==> config.mk <==
export PLATFORM = sky130hd
export DESIGN_NAME = mem_refill_arbiter
export DESIGN_NICKNAME = d
export VERILOG_FILES = /design/src/rtl/mem_refill_arbiter_pkg.sv /design/src/rtl/mem_refill_arbiter_rr_pick3.sv /design/src/rtl/mem_refill_arbiter.sv
export SDC_FILE = /design/constraint.sdc
export NUM_CORES = 1
export LEC_CHECK = 0
export CELL_PAD_IN_SITES_DETAIL_PLACEMENT = 1
export CELL_PAD_IN_SITES_GLOBAL_PLACEMENT = 2
export CORE_ASPECT_RATIO = 2
export CORE_MARGIN = 1.5
export CORE_UTILIZATION = 18
export DETAILED_ROUTE_END_ITERATION = 16
export GPL_TIMING_DRIVEN = 0
export PLACE_DENSITY_LB_ADDON = 0.08
export SLEW_MARGIN = 5
export SYNTH_ARGS = -nofsm -noshare
export SYNTH_HDL_FRONTEND = slang
export SYNTH_HIERARCHICAL = 1
export SYNTH_SLANG_ARGS = --single-unit
==> constraint.sdc <==
create_clock -name clk -period 6.9 [get_ports clk]
set_input_delay 0.69 -clock clk [delete_from_list [all_inputs] [get_ports clk]]
set_output_delay 0.69 -clock clk [all_outputs]
set_load 0.02 [all_outputs]
==> src/rtl/mem_refill_arbiter_pkg.sv <==
// Shared constants, types and small helpers for the memory refill arbiter.
// Tag layout: {port_id[1:0], requester_tag[DC_MEM_TAG_BITS-1:0]}.
package mem_refill_arbiter_pkg;

    localparam int MEM_ADDR_BITS   = 32;
    localparam int DC_MEM_TAG_BITS = 5;
    localparam int MEM_TAG_BITS    = DC_MEM_TAG_BITS + 2;
    localparam int CNT_BITS        = 3;

    typedef logic [1:0] port_id_t;

    localparam port_id_t PORT_DC  = 2'd0;
    localparam port_id_t PORT_ICC = 2'd1;
    localparam port_id_t PORT_ICV = 2'd2;
    localparam port_id_t PORT_BAD = 2'd3;

    localparam logic [0:0] ST_IDLE = 1'b0;
    localparam logic [0:0] ST_HOLD = 1'b1;

    typedef struct packed {
        logic                       rw;
        logic [MEM_ADDR_BITS-1:0]   addr;
        logic [DC_MEM_TAG_BITS-1:0] tag;
    } mem_req_t;

    function automatic logic [2:0] port_to_onehot(input port_id_t p);
        case (p)
            PORT_DC:  return 3'b001;
            PORT_ICC: return 3'b010;
            PORT_ICV: return 3'b100;
            default:  return 3'b000;
        endcase
    endfunction

    function automatic port_id_t onehot_to_port(input logic [2:0] oh);
        if (oh[2])      return PORT_ICV;
        else if (oh[1]) return PORT_ICC;
        else            return PORT_DC;
    endfunction

    function automatic port_id_t next_port(input port_id_t p);
        return (p >= PORT_ICV) ? PORT_DC : p + 2'd1;
    endfunction

endpackage

==> src/rtl/mem_refill_arbiter_rr_pick3.sv <==
// Combinational 3-way round-robin selector: first eligible port at or after ptr,
// cyclic order 0->1->2->0.
module rr_pick3
    import mem_refill_arbiter_pkg::*;
(
    input  logic [2:0] eligible,
    input  port_id_t   ptr,
    output logic [2:0] sel,
    output logic       any
);

    always_comb begin
        // NOTE: every output of a combinational block gets a default before any
        // branch, so no path leaves it unassigned and no latch is inferred.
        sel = 3'b000;
        case (ptr)
            PORT_ICC: sel = eligible[1] ? 3'b010 : eligible[2] ? 3'b100 :
                            eligible[0] ? 3'b001 : 3'b000;
            PORT_ICV: sel = eligible[2] ? 3'b100 : eligible[0] ? 3'b001 :
                            eligible[1] ? 3'b010 : 3'b000;
            default:  sel = eligible[0] ? 3'b001 : eligible[1] ? 3'b010 :
                            eligible[2] ? 3'b100 : 3'b000;
        endcase
    end

    assign any = |eligible;

endmodule

==> src/rtl/mem_refill_arbiter.sv <==
// Round-robin, grant-locked arbiter sharing the memory refill port between the
// dcache (0), control icache (1) and vector icache (2), with per-port credit limits.
module mem_refill_arbiter
    import mem_refill_arbiter_pkg::*;
#(
    parameter int MAX_OUT = 4
) (
    input  logic                       clk,
    input  logic                       reset,

    input  logic                       dc_mem_req_val,
    output logic                       dc_mem_req_rdy,
    input  logic                       dc_mem_req_rw,
    input  logic [MEM_ADDR_BITS-1:0]   dc_mem_req_addr,
    input  logic [DC_MEM_TAG_BITS-1:0] dc_mem_req_tag,

    input  logic                       icc_mem_req_val,
    output logic                       icc_mem_req_rdy,
    input  logic [MEM_ADDR_BITS-1:0]   icc_mem_req_addr,
    input  logic                       icc_mem_req_tag,

    input  logic                       icv_mem_req_val,
    output logic                       icv_mem_req_rdy,
    input  logic [MEM_ADDR_BITS-1:0]   icv_mem_req_addr,
    input  logic                       icv_mem_req_tag,

    output logic                       dc_mem_resp_val,
    output logic                       dc_mem_resp_nack,
    output logic                       icc_mem_resp_val,
    output logic                       icc_mem_resp_nack,
    output logic                       icv_mem_resp_val,
    output logic                       icv_mem_resp_nack,

    output logic                       mem_req_val,
    input  logic                       mem_req_rdy,
    output logic                       mem_req_rw,
    output logic [MEM_ADDR_BITS-1:0]   mem_req_addr,
    output logic [MEM_TAG_BITS-1:0]    mem_req_tag,

    input  logic                       mem_resp_val,
    input  logic                       mem_resp_nack,
    input  logic [MEM_TAG_BITS-1:0]    mem_resp_tag,

    output logic                       tag_err
);

    localparam logic [CNT_BITS-1:0] MAX_CNT = CNT_BITS'(MAX_OUT);

    logic [0:0]          state_q;
    port_id_t            grant_q;
    port_id_t            rr_ptr_q;
    logic [CNT_BITS-1:0] cnt_q [3];
    logic                tag_err_q;

    logic [2:0] req_val;
    logic [2:0] eligible;
    logic [2:0] pick_sel;
    logic       pick_any;
    logic [2:0] sel;
    port_id_t   sel_port;
    mem_req_t   req_pl [3];
    mem_req_t   pl;
    logic       accept;
    logic [2:0] inc;
    logic [2:0] dec;
    logic [2:0] resp_hit;
    logic [2:0] cnt_zero;
    port_id_t   resp_port;
    logic       resp_evt;
    logic       bad_port;
    logic       underflow;

    assign req_val = {icv_mem_req_val, icc_mem_req_val, dc_mem_req_val};

    // Icache requests are read-only and carry a 1-bit tag, zero-extended.
    assign req_pl[0] = '{rw: dc_mem_req_rw, addr: dc_mem_req_addr, tag: dc_mem_req_tag};
    assign req_pl[1] = '{rw: 1'b0, addr: icc_mem_req_addr,
                         tag: {{(DC_MEM_TAG_BITS-1){1'b0}}, icc_mem_req_tag}};
    assign req_pl[2] = '{rw: 1'b0, addr: icv_mem_req_addr,
                         tag: {{(DC_MEM_TAG_BITS-1){1'b0}}, icv_mem_req_tag}};

    always_comb begin
        for (int i = 0; i < 3; i++) begin
            eligible[i] = req_val[i] && (cnt_q[i] < MAX_CNT);
            cnt_zero[i] = (cnt_q[i] == '0);
        end
    end

    rr_pick3 u_pick (
        .eligible (eligible),
        .ptr      (rr_ptr_q),
        .sel      (pick_sel),
        .any      (pick_any)
    );

    // While locked only the granted port may drive; a dropped val deselects it.
    always_comb begin
        sel = pick_sel;
        if (state_q == ST_HOLD) sel = port_to_onehot(grant_q) & req_val;
    end

    assign sel_port = onehot_to_port(sel);

    always_comb begin
        pl = '0;
        for (int i = 0; i < 3; i++) begin
            if (sel[i]) pl = req_pl[i];
        end
    end

    assign mem_req_val  = |sel;
    assign mem_req_rw   = pl.rw;
    assign mem_req_addr = pl.addr;
    assign mem_req_tag  = {sel_port, pl.tag};

    assign accept = mem_req_val & mem_req_rdy;
    assign inc    = sel & {3{mem_req_rdy}};

    assign dc_mem_req_rdy  = inc[0];
    assign icc_mem_req_rdy = inc[1];
    assign icv_mem_req_rdy = inc[2];

    assign resp_port = mem_resp_tag[MEM_TAG_BITS-1 -: 2];
    assign resp_hit  = port_to_onehot(resp_port);
    assign resp_evt  = mem_resp_val | mem_resp_nack;
    assign dec       = resp_hit & {3{resp_evt}};

    assign dc_mem_resp_val   = mem_resp_val  & resp_hit[0];
    assign icc_mem_resp_val  = mem_resp_val  & resp_hit[1];
    assign icv_mem_resp_val  = mem_resp_val  & resp_hit[2];
    assign dc_mem_resp_nack  = mem_resp_nack & resp_hit[0];
    assign icc_mem_resp_nack = mem_resp_nack & resp_hit[1];
    assign icv_mem_resp_nack = mem_resp_nack & resp_hit[2];

    assign bad_port  = resp_evt & (resp_port == PORT_BAD);
    assign underflow = |(dec & ~inc & cnt_zero);
    assign tag_err   = tag_err_q;

    always_ff @(posedge clk or negedge reset) begin
        if (!reset) begin
            // NOTE: state registers use non-blocking assignments so every flop
            // samples pre-edge values regardless of statement order.
            state_q  <= ST_IDLE;
            grant_q  <= PORT_DC;
            rr_ptr_q <= PORT_DC;
        end else begin
            if (accept) rr_ptr_q <= next_port(sel_port);
            case (state_q)
                ST_IDLE: begin
                    if (pick_any && !mem_req_rdy) begin
                        state_q <= ST_HOLD;
                        grant_q <= sel_port;
                    end
                end
                default: begin
                    if (accept || !mem_req_val) state_q <= ST_IDLE;
                end
            endcase
        end
    end

    // Same-cycle accept and response on one port cancel out.
    always_ff @(posedge clk or negedge reset) begin
        if (!reset) begin
            for (int i = 0; i < 3; i++) cnt_q[i] <= '0;
            tag_err_q <= 1'b0;
        end else begin
            for (int i = 0; i < 3; i++) begin
                if (inc[i] && !dec[i])
                    cnt_q[i] <= cnt_q[i] + CNT_BITS'(1);
                else if (dec[i] && !inc[i] && !cnt_zero[i])
                    cnt_q[i] <= cnt_q[i] - CNT_BITS'(1);
            end
            if (bad_port || underflow) tag_err_q <= 1'b1;
        end
    end

endmodule

==> impl_metrics.ini, run 1 <==
[outcome]
status = finished, final reports clean

[route]
firstDrtPassIters = 4
vias = 2867
wl_per_cell_um = 17.9
drc = 0
detail_route.iter0.violations = 56
viasPerCell = 4.90
postRouteAntennaNets = 0
drt-total-wl_um = 10400

[run]
cap_violations = 0

[sta]
min_period_ns = 4.33
worst_slew_pin_slew_ns = 0.837
fmax_mhz = 231
slew_headroom_pct = 44.0
rsz0062_at_grt = false
setup_viol = 0
tns_ns = 0
finalCritPeriodShare_pct = 62.8
drv_slew = 0
hold_viol = 0
finalClockSkew_ns = 0.00495

[placed_design]
gp_congestion = 0.778
dpl.hpwl_um = 8810
portBuffers = 164
place_area_sq_um = 3970

[synth]
synthDistinctLibCells = 53
yosysTopAreaCellShare_pct = 19.6
synth-edff-count = 0
async_flop_share_pct = 100
synth_top_area_cell = a221oi_2
syn-num-nets = 397
yosysWarnings = 6
ys_top_cells_by_area = a221oi_2 20%, dfrtp_1 18%, nor2_1 14%, and2_1 3.2%, nor2b_1 2.9%
synth_flop_cell = dfrtp_1
syn_avg_cell_area_sq_um = 7.88
ys_seq_elements = 15
syn_area_sq_um = 2140
seq_area_frac_synth_pct = 17.5
synth_cells = 272

[critical_path]
reg2reg_from = rr_ptr_q[0]$_DFFE_PN0P_
critPathLaunchType = primary input
endpoint_kind = primary output
critPathLaunch = icc_mem_req_val
cp_max_fo = 10
critPathKind = primary input to primary output
cp.required_ns = 6.21
worstPathArrival_ns = 3.64

[final_layout]
layout.nets = 566
post-route-util_pct = 34.6
fill_cells = 1394
stdcell_area_sq_um = 4050
final_common_cell = clkdlybuf4s50_1
final_cell_mix = 164 x clkdlybuf4s50_1, 82 x nor2_1, 28 x a221oi_2
diodes = 0
area_growth_pct = 88.7
drive_above_1_share_pct = 11.6

[grt]
antenna_found_initial = 0
first_global_vias = 3064
grt_pass1_wl_um = 16200
gr-total-overflow = 0
grt_max_degree = 16
grt_use_total_pct = 16.7

[floorplan]
die_area_sq_um = 12600
start_util_pct = 18.3
fp.dieH_um = 157
ios = 170
core_area_sq_um = 11700
num_rows = 56
die-width_um = 80.2

[clock_network]
clk_pin_slew_worst_paths_ns = 0.06
hold_buffers = 0
cts.sinks = 15
htree_levels = 1
clk_latency_ns = 0.26
ctsResizeCount = 0
cts_buffer_depth = 2
clockRootBuffer = clkbuf_16
cts_tree = built
postCtsSetupBuffers = 0
cts-buffers-inserted = 3

[hold_path]
hold_start = rr_ptr_q[0]$_DFFE_PN0P_
min_path_type = register to register

[power]
vdd_ir_drop_max_v = 0.000147
powerDensity_nw_per_um2 = 420
p_leak_nw = 1.57
[registers in the layout, indices dropped and copies added (netlist names)]
| signal | cells |
|---|---|
| cnt_q | 9 |
| grant_q | 2 |
| rr_ptr_q | 2 |
| tag_err | 1 |
| state_q | 1 |
[metal layers]
metal | vias to the layer above | routed length, um | GRT usage (%) | part of all wire [%]
met5 | - | 0 | 0 | 0
li1 | 1348 | - | - | -
met2 | 127 | 5860 | 32.9 | 56
met3 | 12 | 845 | 4.75 | 8.1
met4 | 0 | 212 | 5.34 | 2.0
met1 | 1380 | 3530 | 15.9 | 34
[worst max-delay path: stages]
cell and delay, ns:
clkdlybuf4s50_1 0.55, nor2b_1 0.28, nor2b_1 0.10, o311a_1 0.29, nor2b_1 0.18, nor2_4 0.24
clkbuf_1 0.46, nor2_1 0.08, nor2_1 0.15, clkdlybuf4s50_1 0.63
[path summary, 6_finish.rpt]
path                                            to  slack (ns)  depth (start not counted)
setup / recovery                   mem_req_addr[9]        2.57                         10
hold / removal             rr_ptr_q[0]$_DFFE_PN0P_        0.54                          1
setup reg to reg              cnt_q[4]$_DFFE_PN0P_        3.53                         12
hold reg to reg            rr_ptr_q[0]$_DFFE_PN0P_        0.54                          1
max in group asynchronous     cnt_q[4]$_DFFE_PN0P_        5.46                          1
min in group asynchronous     cnt_q[1]$_DFFE_PN0P_        0.91                          1
[layout make-up]
| type | count | area (sq um) | area share [%] |
|---|---|---|---|
| Timing Repair Buffer | 164 | 1640 | 40.6 |
| Multi-Input combinational cell | 233 | 1620 | 40.1 |
| Sequential cell | 15 | 375 | 9.28 |
| Tap cell | 145 | 181 | 4.48 |
| Buffer | 17 | 118 | 2.91 |
| Clock buffer | 4 | 78.8 | 1.95 |
| Inverter | 7 | 26.3 | 0.650 |
[power by group]
group	switching [W]	internal, W
clock	0.0000446	0.0000788
combinational	0.000734	0.000653
sequential	0.0000631	0.000127
[synth_stat cells, drive strengths merged (3+ instances only)]
cell	number
nor2	83
a221oi	34
dfrtp	15
buf	12
o21ai	12
and2	11
nand2	11
nor2b	10
inv	7
nor3	6
a22oi	5
clkbuf	5
a31oi	4
nand2b	4
nand3	4
o211ai	4
a211oi	3
a21oi	3
and4b	3
fa	3
ha	3
o221ai	3
xnor2	3
[stage by stage]
stage	total power (W)	setup WS, ns	hold slack [ns]	cells
detailed placement	0.00159	2.52	0.530	581
floorplan	0.000998	3.82	0.394	272
CTS	0.00173	2.51	0.543	585
finish	0.00170	2.57	0.541	585
global placement	0.00159	2.49	0.528	581
global route	0.00183	2.28	0.566	585
[logic make-up (layout without fill, tap and decap cells)]
| family | Yosys count | count (layout) | synth area share, % |
|---|---|---|---|
| AOI/OAI and AO/OA | 79 | 79 | 37.1 |
| muxes | 3 | 3 | 1.46 |
| adders and majority gates | 6 | 6 | 4.55 |
| and+or+nand+nor | 141 | 141 | 31.1 |
| xor gates and xnor gates | 4 | 4 | 1.63 |
| DFF | 15 | 15 | 17.5 |
| buffers and inverters | 24 | 192 | 6.71 |
Power figures use the tool's default switching activity.
==> run 2: changes to the inputs <==
--- a/config.mk
+++ b/config.mk
@@ -9,7 +9,7 @@
 export CELL_PAD_IN_SITES_GLOBAL_PLACEMENT = 2
 export CORE_ASPECT_RATIO = 2
 export CORE_MARGIN = 1.5
-export CORE_UTILIZATION = 18
+export CORE_UTILIZATION = 15
 export DETAILED_ROUTE_END_ITERATION = 16
 export GPL_TIMING_DRIVEN = 0
 export PLACE_DENSITY_LB_ADDON = 0.08
==> constraint.sdc (replaced) <==
create_clock -name clk -period 3.9 [get_ports clk]
set_input_delay 0.39 -clock clk [delete_from_list [all_inputs] [get_ports clk]]
set_output_delay 0.39 -clock clk [all_outputs]
set_load 0.02 [all_outputs]
==> impl_metrics.ini, run 2 (synthesis gave the netlist of run 1 again) <==
[grt]
grt_use_total_pct = 14.9
antenna_found_initial = 0
grt_pass1_wl_um = 17200
grt_max_degree = 16
gr-total-overflow = 0
first_global_vias = 3227

[clock_network]
clk_pin_slew_worst_paths_ns = 0.06
cts-buffers-inserted = 3
htree_levels = 1
clk_latency_ns = 0.25
clockRootBuffer = clkbuf_16
cts_tree = built
cts_buffer_depth = 2
cts.sinks = 15

[route]
drt-met1-wl_um = 3760
wl_per_cell_um = 18.0
drc = 0
vias = 2824
routed-wl-met2_um = 6530
firstDrtPassIters = 4
met3RoutedLength_um = 875
drt-total-wl_um = 11300
highest_layer = met4
viasPerCell = 4.49
postRouteAntennaNets = 0
detail_route.iter0.violations = 47

[outcome]
status = finished, final reports clean

[placed_design]
portBuffers = 164
gp_congestion = 0.733
dpl.hpwl_um = 9530
place_area_sq_um = 4020
dp_cells = 625
place_ws_ns = -0.0145

[floorplan]
ios = 170
start_util_pct = 15.3
die-width_um = 87.5
num_rows = 61
die_area_sq_um = 15100
core_area_sq_um = 14000
fp.dieH_um = 172

[power]
vdd_ir_drop_max_v = 0.000379
power_w = 0.00306
power.switching_w = 0.00153
powerDensity_nw_per_um2 = 742
seqPwrFrac_pct = 11.1
p_leak_nw = 1.59
internal_power_w = 0.00153
combinationalPowerShare_pct = 81.8
swShare_pct = 50.0
clkPwrFrac_pct = 7.1

[sta]
finalClockSkew_ns = 0.00197
worst_slew_pin_slew_ns = 0.819
finalCritPeriodShare_pct = 93.7
min_period_ns = 3.66
rsz0062_at_grt = false
finalHoldWorstSlack_ns = 0.527
slew_headroom_pct = 45.2
drv_slew = 0
setup_ws_ns = 0.245
hold_viol = 0
fmax_mhz = 274
setup_viol = 0

[critical_path]
worstPathArrival_ns = 3.27
cp.required_ns = 3.51
endpoint_kind = primary output
cp_max_fo = 10
critPathKind = primary input to primary output
critPathLaunchType = primary input

[final_layout]
largest_reg_flops = 9
layout.cells.non_filler = 629
diodes = 0
area_growth_pct = 92.3
reg_top3 = cnt_q: 9 flops, grant_q: 2 flops, rr_ptr_q: 2 flops
layout.nets = 566
top_register = cnt_q
drive_above_1_share_pct = 13.0
fill_cells = 1649
final_common_cell = clkdlybuf4s50_1
final_cell_mix = 163 x clkdlybuf4s50_1, 82 x nor2_1, 28 x a221oi_2
stdcell_area_sq_um = 4120

[hold_path]
min_path_type = register to register

[run]
cap_violations = 0
==> run 2: changes by cell type in the layout (fill, tap and decap cells not counted), sizes merged <==
cell,change
clkdlybuf4s50,-1
dlymetal6s2s,+1
==> run 2: final cells by class <==
cell class,count,area [sq um],share of cell area (%)
Inverter,7,26.3,0.638
Buffer,17,121,2.94
Clock buffer,4,78.8,1.91
Timing Repair Buffer,164,1640,39.9
Sequential cell,15,375,9.11
Multi-Input combinational cell,233,1640,39.8
Tap cell,189,236,5.74
==> run 2: metal layers <==
layer	global-route usage (%)	vias to the layer above
li1	-	1347
met1	13.9	1347
met2	30.1	121
met3	4.68	9
met4	3.73	0
met5	0	-
==> run 2: power groups by stage <==
stage	combinational, W	sequential (W)	clock, W
final	0.00250	0.000341	0.000216
after global routing	0.00271	0.000359	0.000228
after CTS	0.00254	0.000342	0.000223
after detailed placement	0.00252	0.000344	0
after global placement	0.00249	0.000343	0
after floorplan	0.00146	0.000305	0
==> run 2: worst paths after layout <==
| kind | end | cells after the start | start | slack (ns) |
|---|---|---|---|---|
| min in group asynchronous | cnt_q[1]$_DFFE_PN0P_ | 1 | reset | 0.60 |
| worst min register to register | rr_ptr_q[0]$_DFFE_PN0P_ | 1 | rr_ptr_q[0]$_DFFE_PN0P_ | 0.53 |
| worst min-delay path | rr_ptr_q[0]$_DFFE_PN0P_ | 1 | rr_ptr_q[0]$_DFFE_PN0P_ | 0.53 |
| worst max register to register | cnt_q[5]$_DFFE_PN0P_ | 10 | rr_ptr_q[1]$_DFFE_PN0P_ | 0.58 |
| max in group asynchronous | cnt_q[8]$_DFFE_PN0P_ | 1 | reset | 2.78 |
| worst max-delay path | mem_req_addr[19] | 11 | icc_mem_req_val | 0.24 |
==> run 2: critical path, stage by stage <==
cell	delay (ns)
clkdlybuf4s50_1	0.51
nor2b_2	0.23
nor2b_1	0.09
o311a_1	0.31
nor2b_2	0.20
nor2_4	0.25
inv_2	0.15
buf_2	0.26
a221oi_2	0.26
nor2_1	0.07
clkdlybuf4s50_1	0.54
==> run 2: through the flow <==
step,utilization (%),setup TNS [ns]
2_1_floorplan,-,0
3_3_place_gp,28.8,0
3_5_place_dp,28.8,-0.0341
4_1_cts,29.4,0
5_1_grt,29.5,0
6_report,29.5,0
==> run 2: repair_timing <==
| item | CTS | global route |
|---|---|---|
| pin swaps | 0 | 0 |
| buffers inserted | 0 | 0 |
| setup endpoints to repair | 5 | 30 |
| resized for setup | 2 | 7 |
| hold buffers | 0 | 0 |
==> run 3: changes to the inputs <==
--- a/config.mk
+++ b/config.mk
@@ -11,6 +11,7 @@
 export CORE_MARGIN = 1.5
 export CORE_UTILIZATION = 15
 export DETAILED_ROUTE_END_ITERATION = 16
+export GPL_ROUTABILITY_DRIVEN = 0
 export GPL_TIMING_DRIVEN = 0
 export PLACE_DENSITY_LB_ADDON = 0.08
 export SLEW_MARGIN = 5
==> results of run 3 <==
Final layout, timing and power as in run 2 (identical DEF).
